### src/rtl/mul2_seq_composer.sv
// Iterative WIDTH x WIDTH unsigned multiplier that drives an external 2x2 core, one digit product per clock.
// Optional golden self-check (out_err, err_count) is enabled by defining MUL2_SEQ_GOLDEN_CHECK_EN.
module mul2_seq_composer #(
    parameter int WIDTH = 4
) (
    input  logic                 clk,
    input  logic                 rst,
    input  logic                 in_valid,
    output logic                 in_ready,
    input  logic [WIDTH-1:0]     in_a,
    input  logic [WIDTH-1:0]     in_b,
    output logic [1:0]           core_a,
    output logic [1:0]           core_b,
    input  logic [3:0]           core_p,
    output logic                 out_valid,
    input  logic                 out_ready,
    output logic [2*WIDTH-1:0]   out_p,
`ifdef MUL2_SEQ_GOLDEN_CHECK_EN
    output logic                 out_err,
    output logic [15:0]          err_count,
`endif
    output logic [1:0]           dbg_state
);

    // Handshakes: a transfer happens on a rising edge where valid && ready are both high;
    // valid/data from this block stay stable until that edge.

    localparam int N  = WIDTH / 2;
    localparam int CW = (N > 1) ? $clog2(N) : 1;
    localparam int PW = 2 * WIDTH;
    localparam logic [CW-1:0] LAST = CW'(N - 1);

    typedef enum logic [1:0] {
        IDLE = 2'd0,
        MUL  = 2'd1,
        DONE = 2'd2
    } state_t;

    state_t            state, state_nxt;
    logic [WIDTH-1:0]  reg_a, reg_b;
    logic [PW-1:0]     acc, p_ext, acc_sum;
    logic [CW-1:0]     i, j;
    logic [CW:0]       shift;
    logic              last;

    assign dbg_state = state;

    always_comb begin
        state_nxt = state;
        in_ready  = 1'b0;
        out_valid = 1'b0;
        core_a    = 2'b00;
        core_b    = 2'b00;
        p_ext     = '0;
        p_ext[3:0] = core_p;
        // Digit weight is 4^(i+j), i.e. a left shift by 2*(i+j) bits.
        shift     = {1'b0, i} + {1'b0, j};
        acc_sum   = acc + (p_ext << {shift, 1'b0});
        last      = (i == LAST) && (j == LAST);
        case (state)
            IDLE: begin
                in_ready = 1'b1;
                if (in_valid) state_nxt = MUL;
            end
            MUL: begin
                core_a = reg_a[{i, 1'b0} +: 2];
                core_b = reg_b[{j, 1'b0} +: 2];
                if (last) state_nxt = DONE;
            end
            DONE: begin
                out_valid = 1'b1;
                if (out_ready) state_nxt = IDLE;
            end
            default: state_nxt = IDLE;
        endcase
    end

    always_ff @(posedge clk or posedge rst) begin
        if (rst) begin
            state <= IDLE;
            reg_a <= '0;
            reg_b <= '0;
            acc   <= '0;
            i     <= '0;
            j     <= '0;
            out_p <= '0;
        end else begin
            state <= state_nxt;
            case (state)
                IDLE: begin
                    if (in_valid) begin
                        reg_a <= in_a;
                        reg_b <= in_b;
                        acc   <= '0;
                        i     <= '0;
                        j     <= '0;
                    end
                end
                MUL: begin
                    acc <= acc_sum;
                    if (j == LAST) begin
                        j <= '0;
                        i <= i + 1'b1;
                    end else begin
                        j <= j + 1'b1;
                    end
                    if (last) out_p <= acc_sum;
                end
                default: ;
            endcase
        end
    end

`ifdef MUL2_SEQ_GOLDEN_CHECK_EN
    logic [PW-1:0] golden;

    assign golden  = {{WIDTH{1'b0}}, reg_a} * {{WIDTH{1'b0}}, reg_b};
    assign out_err = (state == DONE) && (out_p != golden);

    always_ff @(posedge clk or posedge rst) begin
        if (rst) begin
            err_count <= '0;
        end else if ((state == DONE) && out_ready && out_err && (err_count != 16'hFFFF)) begin
            err_count <= err_count + 16'd1;
        end
    end
`endif

endmodule

### config.mk
export PLATFORM = sky130hd
export DESIGN_NAME = mul2_seq_composer
export DESIGN_NICKNAME = d
export VERILOG_FILES = /design/src/rtl/mul2_seq_composer.sv
export SDC_FILE = /design/constraint.sdc
export NUM_CORES = 1
export LEC_CHECK = 0
export CAP_MARGIN = 0
export CORE_ASPECT_RATIO = 1.2
export CORE_MARGIN = 2
export CORE_UTILIZATION = 53
export CTS_BUF_LIST = sky130_fd_sc_hd__clkbuf_2 sky130_fd_sc_hd__clkbuf_4 sky130_fd_sc_hd__clkbuf_8
export CTS_CLUSTER_SIZE = 24
export DETAILED_ROUTE_END_ITERATION = 8
export HOLD_SLACK_MARGIN = 0.06
export PLACE_DENSITY = 0.84
export SYNTH_ARGS = -nofsm -noshare
export SYNTH_HDL_FRONTEND = slang
export SYNTH_SLANG_ARGS = --single-unit
### constraint.sdc
create_clock -name clk -period 3.3 [get_ports clk]
set_input_delay 0.66 -clock clk [delete_from_list [all_inputs] [get_ports clk]]
set_output_delay 0.66 -clock clk [all_outputs]
set_load 0.01 [all_outputs]
==> metrics.yaml <==
path_clk_slew_ns: 0.14
num_antenna_cells: 0
synth-compound-area-share_pct: 12.8
slew_headroom_pct: 46.6
avgSynthCellArea_sq_um: 10.1
via_per_inst: 5.57
critPathLaunchType: "register"
seqPwrFrac_pct: 30.5
die_h_microns: 63.6
cts-buffers-inserted: 3
dpl.hpwl_microns: 2370
fin_tns_setup_ns: 0
core_sq_mm: 0.00281
die_area_sq_mm: 0.00341
grt.total_usage_pct: 21.0
syn_to_final_growth_pct: 23.2
num_vias: 1219
nets: 212
final_core_util_pct: 68.7
fp.dieW_microns: 53.7
cts_tree: "yes"
synth_area_leaders: "dfrtp_1, mux2_2, ha_1"
outcome: "finished clean"
drive_gt1_share_pct: 9.19
grt_start_max_net_pins: 29
met2_wirelength_microns: 1670
clockBufferDepth: 2
post_cts_buffers: 0
numPortBuffers: 31
cp-end-kind: "register"
critical_path_arrival_ns: 3.08
synth_top_area_share_pct: 44.7
crit_fanout: 6
seq_area_frac_synth_pct: 44.7
fin_crit_sh_pct: 86.7
wl_microns: 3160
grt_overflow: 0
synth_top_cell_by_area: "dfrtp_1"
p_int_uw: 1180
drtIter0Drc: 25
worstSkewPairLatency_ns: 0.32
cts_sinks: 28
synth-simple-area-share_pct: 16.5
first_global_vias: 1226
power_density_mw_per_mm2: 1060
leakagePower_uw: 0.000883
syn_nets: 180
row_count: 21
place_congestion: 0.883
synth_top_family_by_area: "simple AND/OR/NAND/NOR gates"
dr_wl_met3_microns: 91
synth_area_sq_mm: 0.00157
cts_max_level: 1
path_class: "register to register"
p_switching_uw: 860
drt_first_pass_iters: 4
cts_root_buffer: "clkbuf_4"
rsz0062_at_grt: "false"
drv_cap: 0
worst-slew-pin-transition_ns: 0.800
yosysWarnings: 0
setup_violations: 0
grt_pass1_wl_microns: 5320
ir_worst_vdd_mv: 0.706
ios: 32
fmax_mhz: 349
synth_mux_area_share_pct: 12.3
antenna_found_initial: 0
worstHoldPathType: "register to register"
ys_seq_elements: 28
wire_per_inst_microns: 14.4
synth_cells: 155
yosys.area_share.adder_pct: 7.66
multi_input_area_sq_um: 822
drt_drc_violations_left: 0
drt-met1-wl_microns: 1370
combPwrFrac_pct: 62.8
period_minus_slack_ns: 2.86
start_util_pct: 55.8
cts_hold_buf: 0
cp.required_ns: 3.52
cts_resized: 0
fillers: 217
ant_nets: 0
synth_cell_types: 29
reg2reg_slack_ns: 0.44
p_sw_share_pct: 42.1
hold_viol: 0
synth_xor_area_share_pct: 3.11
fin_skew_ns: 0.00777
clock_power_share_pct: 6.8
finalMaxSlewViolations: 0
register_area_sq_um: 701
highest_layer: "met4"
layout make-up:
type | instances | share of cell area (%)
Multi-Input combinational cell | 115 | 42.6
Clock buffer | 3 | 1.17
Sequential cell | 28 | 36.3
Timing Repair Buffer | 32 | 16.5
Tap cell | 34 | 2.20
Inverter | 7 | 1.36
worst max-delay path, cell delays in order (launching register included):
cell,delay (ns)
dfrtp_1,0.48
ha_1,0.45
mux2i_1,0.29
nor2_1,0.07
ha_1,0.33
o211ai_1,0.21
o21ai_2,0.12
a31oi_4,0.22
xnor3_1,0.32
mux2_2,0.27
synth_stat cells (all sizes together):
master   n
dfrtp   28
o21ai   19
nand2   13
nand3   11
nor2    11
mux2    10
ha       8
mux2i    8
inv      7
nand2b   7
nor2b    6
clkbuf   5
a21oi    3
a211oi   2
a21o     2
a22o     2
a31oi    2
or4      2
xor2     2
and2     1
fa       1
nor3     1
o211ai   1
or3      1
xnor2    1
xnor3    1
cells in the final DEF, fill, tap and decap left out:
master            n
a211oi_1          1
a211oi_2          1
clkbuf_4          3
nor2b_1           6
xnor2_1           1
nand3_1          11
nand2_1          13
xor2_1            2
o21ai_2           1
nor2_1           11
o21ai_0          18
clkdlybuf4s50_1  31
a31oi_4           1
inv_1             7
fa_1              1
o211ai_1          1
buf_4             1
xnor3_1           1
a21oi_1           3
or4_1             2
nand2b_1          7
ha_1              8
dfrtp_1          28
mux2i_1           8
a21o_1            2
nor3_1            1
or3_1             1
a31oi_1           1
and2_1            1
a22o_1            2
mux2_2           10
metrics by stage:
stage	total power (uW)	hold WS, ns	cell area, sq um	std cells	setup slack, ns
after floorplan	1500	0.450	1570	155	0.681
after global placement	1860	0.465	1910	216	0.398
after detailed placement	1910	0.472	1910	216	0.294
after CTS	2060	0.501	1930	219	0.425
after global routing	2220	0.526	1930	219	0.262
final	2040	0.497	1930	219	0.438
sequential cells by signal (all words and copies together) (netlist names):
name,count
acc,8
dbg_state,2
i,1
j,1
out_p,8
reg_a,4
reg_b,4
power groups by stage:
stage | Combinational (uW) | Sequential, uW | Clock [uW]
2_1_floorplan | 861 | 634 | 0
3_3_place_gp | 1230 | 623 | 0
3_5_place_dp | 1280 | 632 | 0
4_1_cts | 1290 | 623 | 141
5_1_grt | 1420 | 645 | 156
6_report | 1280 | 622 | 138
kinds of logic after synthesis:
logic type / count (synthesis)
flops: 28
compound gates: 31
simple gates: 53
fa+ha+maj: 9
buf+inv: 12
xor+xnor: 4
mux: 18
layer usage:
layer  up-vias  track usage, %
met5         -               0
met4         0            5.77
met3         4            2.84
met2        29            36.9
met1       584            26.1
li1        602               -
path summary, 6_finish.rpt:
check                           startpoint  endpoint  cells past startpoint
worst min register to register    out_p[4]  out_p[4]                      2
worst max register to register           j  out_p[7]                      9
worst max-delay path                     j  out_p[7]                      9
worst min-delay path              out_p[4]  out_p[4]                      2
min in group asynchronous              rst  out_p[1]                      3
max in group asynchronous              rst  out_p[6]                      3
No activity file was read; power rests on OpenSTA's default activity.
